$ cat src/rtl/rng_lfsr_gen.sv
// rng_lfsr_gen: Fibonacci LFSR noise source for the wave generator datapath.
// The LFSR advances STEPS times per output word. Each finished word is held on
// o_data/o_valid until the consumer takes it, and the LFSR is frozen while a
// word is waiting. o_wrap marks every return of the LFSR to its last
// effective seed.
module rng_lfsr_gen #(
   parameter int unsigned      WIDTH = 12,
   parameter logic [WIDTH-1:0] TAPS  = 12'hE08,
   parameter logic [WIDTH-1:0] SEED  = 12'hACE,
   parameter int unsigned      STEPS = 1
) (
   input  logic             i_clk,
   input  logic             i_rst,
   input  logic             i_en,
   input  logic             i_load,
   input  logic [WIDTH-1:0] i_seed,
   output logic [WIDTH-1:0] o_data,
   output logic             o_valid,
   input  logic             i_ready,
   output logic             o_wrap
);

   // The step counter needs at least one bit, even when STEPS is 1.
   localparam int unsigned    CNT_W    = (STEPS > 1) ? $clog2(STEPS) : 1;
   localparam logic [CNT_W-1:0] CNT_LAST = CNT_W'(STEPS - 1);

   // Catch illegal parameter choices at elaboration time.
   if (WIDTH < 3 || WIDTH > 32) begin : g_badWidth
      $error("rng_lfsr_gen: WIDTH must be in 3..32");
   end
   if (STEPS < 1 || STEPS > WIDTH) begin : g_badSteps
      $error("rng_lfsr_gen: STEPS must be in 1..WIDTH");
   end
   if (SEED == '0) begin : g_badSeed
      $error("rng_lfsr_gen: SEED must be nonzero");
   end
   if (TAPS[WIDTH-1] != 1'b1) begin : g_badTaps
      $error("rng_lfsr_gen: TAPS must include bit WIDTH-1");
   end

   typedef enum logic {
      FILL = 1'b0,
      HOLD = 1'b1
   } state_t;

   state_t           r_state;
   logic [WIDTH-1:0] r_lfsr;
   logic [WIDTH-1:0] r_start;
   logic [CNT_W-1:0] r_cnt;
   logic [WIDTH-1:0] r_data;
   logic             r_valid;
   logic             r_wrap;

   logic             w_fb;
   logic [WIDTH-1:0] w_next;
   logic [WIDTH-1:0] w_seedEff;

   // Feedback is the parity of the tapped state bits, shifted into bit 0.
   assign w_fb   = ^(r_lfsr & TAPS);
   assign w_next = {r_lfsr[WIDTH-2:0], w_fb};

   // A zero seed would lock the LFSR at zero, so it is replaced by SEED.
   assign w_seedEff = (i_seed == '0) ? SEED : i_seed;

   // Single state machine: seed load overrides everything, FILL shifts and
   // assembles a word, HOLD parks the word until the consumer accepts it.
   always_ff @(posedge i_clk or posedge i_rst) begin
      if (i_rst) begin
         r_state <= FILL;
         r_lfsr  <= SEED;
         r_start <= SEED;
         r_cnt   <= '0;
         r_data  <= '0;
         r_valid <= 1'b0;
         r_wrap  <= 1'b0;
      end else begin
         r_wrap <= 1'b0;
         if (i_load) begin
            r_lfsr  <= w_seedEff;
            r_start <= w_seedEff;
            r_cnt   <= '0;
            r_valid <= 1'b0;
            r_state <= FILL;
         end else begin
            case (r_state)
               FILL: begin
                  if (i_en) begin
                     r_lfsr <= w_next;
                     r_wrap <= (w_next == r_start);
                     if (r_cnt == CNT_LAST) begin
                        r_data  <= w_next;
                        r_valid <= 1'b1;
                        r_cnt   <= '0;
                        r_state <= HOLD;
                     end else begin
                        r_cnt <= r_cnt + 1'b1;
                     end
                  end
               end
               HOLD: begin
                  if (r_valid && i_ready) begin
                     r_valid <= 1'b0;
                     r_state <= FILL;
                  end
               end
               default: begin
                  r_state <= FILL;
               end
            endcase
         end
      end
   end

   assign o_data  = r_data;
   assign o_valid = r_valid;
   assign o_wrap  = r_wrap;

endmodule

$ cat config.mk
export PLATFORM = sky130hd
export DESIGN_NAME = rng_lfsr_gen
export DESIGN_NICKNAME = d
export VERILOG_FILES = /design/src/rtl/rng_lfsr_gen.sv
export SDC_FILE = /design/constraint.sdc
export NUM_CORES = 1
export LEC_CHECK = 0
export BUFFER_PORTS_ARGS = -buffer_cell sky130_fd_sc_hd__buf_2
export CAP_MARGIN = 20
export CORE_MARGIN = 1.5
export CORE_UTILIZATION = 40
export DETAILED_ROUTE_END_ITERATION = 10
export GPL_ROUTABILITY_DRIVEN = 0
export HOLD_SLACK_MARGIN = 0.12
export PLACE_DENSITY_LB_ADDON = 0.1
export SKIP_LAST_GASP = 1
export SLEW_MARGIN = 25
export SYNTH_ARGS = -nofsm -noshare
export SYNTH_HDL_FRONTEND = slang
export SYNTH_SLANG_ARGS = --single-unit
$ cat constraint.sdc
create_clock -name i_clk -period 1.9 [get_ports i_clk]
set_input_delay 0.095 -clock i_clk [delete_from_list [all_inputs] [get_ports i_clk]]
set_output_delay 0.095 -clock i_clk [all_outputs]
set_load 0.1 [all_outputs]
# Yosys cells after proc, flatten, opt, wreduce, memory -nomap -nowiden
# Index checks and enable logic that the tools add are counted.
[word_totals] ff_bits=40 word_cells=44 out_inout_bits=14
[classes] n_mux=21 bitwise=3 add_sub_neg=1 n_eq_ne=5 reduce_logical=7
[op_table] operator="$mux 12" count=4
[op_table] operator="$mux 1" count=15
[op_table] operator="$eq 12x12->1" count=1
[op_table] operator="$logic_not 12->1" count=1
[op_table] operator="$reduce_xor 12->1" count=1
[op_table] operator="$ne 3x3->1 const B" count=2
[op_table] operator="$pmux 1 s2" count=2
[op_table] operator="$reduce_and 4->1" count=1
[op_table] operator="$ne 3x2->1 const B" count=1
[op_table] operator="$not 1->1" count=3
[op_table] operator="$reduce_and 3->1" count=1
[op_table] operator="$ne 2x2->1 const B" count=1
[op_table] operator="$reduce_and 2->1" count=1
[op_table] operator="$reduce_bool 2->1" count=1
[op_table] operator="$add 1x1->1 const B" count=1
[op_table] operator="$logic_and 1x1->1" count=1

# Longest topological paths before layout
[logic_depth] ltp_word=5 mapped_depth=6 ltp_nobuf=4

# Worst setup path before layout
# No wires, ideal clock.
[synth_timing] kind="register to register" start="register r_state" end="register r_data[1] (netlist: o_data[1])" synth_period_minus_slack_ps=1392 setup_time_ps=125 path_stages_with_launch=6 path_slack_ps=508 required_time_ps=1775 t_arrival_ps=1267 cell_sequence="dfrtp_1 > nand2b_1 > buf_6 > nor2_4 > buf_4 > mux2_2"
[synth_between] elab_chain_len=2
[synth_rtl] element="from (decl)" line_no="46" source="state_t r_state;"
[synth_rtl] element="from (signal assigned)" line_no="69" source="r_state <= FILL;"
[synth_rtl] element="from (signal assigned)" line_no="83" source="r_state <= FILL;"
[synth_rtl] element="from (signal assigned)" line_no="94" source="r_state <= HOLD;"
[synth_rtl] element="$not 1->1 (no line)"
[synth_rtl] element="$reduce_and 4->1 (no line)"
[synth_rtl] element="to (signal assigned)" line_no="91" source="r_data <= w_next;"
[synth_rtl] element="to (decl)" line_no="50" source="logic [WIDTH-1:0] r_data;"
# No other way between the ends.
# A chain may end at the register's enable or synchronous reset.

# Worst setup path after layout
[layout_timing] start="input i_seed[5]" end="register r_start[3]"
[layout_between] elab_chain_len=2
[layout_rtl] element="from (decl)" line_no="16" source="input logic [WIDTH-1:0] i_seed,"
[layout_rtl] element="$logic_not 12->1" line_no="63" source="assign w_seedEff = (i_seed == '0) ? SEED : i_seed;"
[layout_rtl] element="$mux 12" line_no="63"
[layout_rtl] element="to (signal assigned)" line_no="80" source="r_start <= w_seedEff;"
[layout_rtl] element="to (decl)" line_no="48" source="logic [WIDTH-1:0] r_start;"
# No other way between the ends.

==> impl_metrics.csv <==
group,metric,value,unit
die,io_pins,31,
route,firstDrtPassIters,4,
sta,max_slew_margin,64.2,%
sta,max_freq,0.613,GHz
global_route,grt_use_total,17.1,%
global_route,grt_pass1_vias,1282,
sta,period_needed,1.63,ns
route,vias_per_cell,5.05,
sta,fin_tns_setup,0,ns
power,p_per_area,1210,nW/um2
clock_tree,cts_max_path_buffers,2,
synth,synth-edff-count,0,
die,dieArea,4790,um2
final_layout,final_cell_mix,"buf_2 (30), dfrtp_1 (25), mux2_2 (18)",
synth,ys_ff_latch,39,
synth,ys_seq_area_share,56.7,%
route,drc,0,
route,first_iter_violations,45,
final_layout,area_growth,25.1,%
sta,tightest_slew,0.536,ns
sta,maxSlewViolCount,0,
final_layout,fin_area,2190,um2
final_layout,final_nets,205,
clock_tree,clkSlewWorstSetupHoldPaths,0.07,ns
synth,synthesis.nets,157,
final_layout,fillers,378,
hold_path,hold_path_class,"in2reg",
die,die_h,69.2,um
critical_path,cp_max_fo,14,
clock_tree,cts_made_buffers,5,
sta,fin_crit_sh,85.9,%
synth,syn-instance-count,140,
power,peakVddDrop,0.000589,V
die,core,4120,um2
clock_tree,clock_sinks,39,
critical_path,worstReg2RegEnd,"r_lfsr[11]",
die,placementRows,23,
sta,rsz0062_at_grt,"no",
synth,yosys_most_used_dff,"dfrtp_1",
final_layout,final_layout_size_suffix_gt1_share,40.2,%
critical_path,reg2reg_slack,0.48,ns
placement,numPortBuffers,30,
placement,placed_cell_area,1950,um2
die,initial_core_util,42.6,%
final_layout,antenna_cells,0,
clock_tree,cts_resized,0,
sta,hold_violations,0,
power,leakage,0.948,nW
synth,synth.distinct_cells,22,
clock_tree,clk-insertion-delay-late,0.29,ns
critical_path,cp-start-kind,"primary input",
placement,place_hpwl,2.59,mm
hold_path,min_to,"r_state",
global_route,grt_pass1_wl,6.38,mm
route,detail_route.wl_per_cell,15.7,um
global_route,grt_max_degree,40,
power,power,2.65,mW
clock_tree,root_buffer,"clkbuf_8",
route,antenna_left,0,
placement,preCtsSetupSlack,0.502,ns
synth,netlist_area,1750,um2
run_status,outcome,"finished, final reports clean",
synth,avgSynthCellArea,12.5,um2
final_layout,final_common_cell,"buf_2",
clock_tree,cts_tree,"yes",
critical_path,worstSetupPathType,"in2reg",
global_route,antenna_found_initial,0,
die,fp.dieW,69.2,um
final_layout,utilization,53.3,%
critical_path,rr_worst_depth,4,
synth,yosys_warnings,0,
hold_path,holdPathStages,2,
sta,skew,0.00489,ns
synth,synthArstFlopShare,100,%
critical_path,critPathArrivalTime,1.87,ns
route,drt_wl_total,3.74,mm
critical_path,worstPathRequired,2.14,ns
route,num_vias,1208,
critical_path,end_kind,"flip-flop",
clock_tree,htreeDepth,2,
critical_path,timing.rr.start,"r_state",
job,max-cap-violations,0,
sta,layout_setup_ws,0.268,ns
hold_path,hp-start,"i_load",
sta,setup_violations,0,
global_route,grt_overflow,0,
## worst max-delay path, cell delays in order
cell	delay, ns
dlygate4sd3_1	0.53
buf_2	0.14
nor4_1	0.33
nand3_1	0.11
nand2_1	0.43
o22a_1	0.23
## worst max-delay path by stage
stage	slack, ns	to	startpoint
after CTS	0.31	r_start[11]	i_seed[5]
after global placement	0.51	r_lfsr[1]	r_state
after global routing	0.22	r_start[11]	i_seed[5]
final	0.27	r_start[3]	i_seed[5]
after floorplan	0.51	o_data[1]	r_state
after detailed placement	0.50	r_lfsr[11]	r_state
## final cells by class
| type | instances | area, um2 | share of cell area, % |
|---|---|---|---|
| multi-input combinational | 87 | 687 | 31.3 |
| clock buffer | 8 | 100 | 4.56 |
| tap | 50 | 62.6 | 2.85 |
| inverter | 6 | 22.5 | 1.03 |
| timing repair buffer | 49 | 328 | 14.9 |
| sequential | 39 | 993 | 45.3 |
## kinds of logic after synthesis
group | synth area share, %
flip-flops | 56.7
AO/OA/AOI/OAI | 11.1
multiplexers | 13.8
AND/OR/NAND/NOR | 6.71
XOR/XNOR | 7.49
buffers and inverters | 4.14
## per-layer routing
| metal | track usage [%] | vias up | share of wire, % |
|---|---|---|---|
| met5 | 0 | - | 0 |
| met4 | 6.54 | 0 | 1.8 |
| met3 | 4.94 | 9 | 3.8 |
| met2 | 25.6 | 27 | 46 |
| met1 | 23.5 | 586 | 48 |
| li1 | - | 586 | - |
## power breakdown
part	leakage [nW]	internal (mW)	switching, mW
sequential	0.448	0.980	0.0972
clock	0.0515	0.331	0.280
combinational	0.449	0.254	0.712
## synthesized netlist by cell type (4+ instances only)
cell,number,area [um2]
inv_1,6,22.5
mux2_2,18,203
o21ai_0,10,50.1
dfstp_2,14,368
nand2_1,11,41.3
mux2i_1,4,40.0
clkbuf_1,4,15.0
dfrtp_1,25,626
xnor2_1,15,131
o22a_1,14,123
## per-stage QoR
| step | hold slack [ns] | cells |
|---|---|---|
| floorplan | 0.223 | 140 |
| global placement | 0.228 | 217 |
| detailed placement | 0.242 | 217 |
| CTS | 0.201 | 239 |
| global route | 0.218 | 239 |
| finish | 0.205 | 239 |
## flip-flops by register name, indices dropped and copies added, names as in the netlist
signal / flops
o_valid: 1
o_data: 12
r_state: 1
r_start: 12
r_lfsr: 12
o_wrap: 1
## timing repair
| item | in CTS | in global routing |
|---|---|---|
| buffers inserted | 0 | 0 |
| endpoints found under the hold margin | 51 | 0 |
| hold buffers | 14 | 0 |
Note: power is estimated with default switching activity, not from simulation.
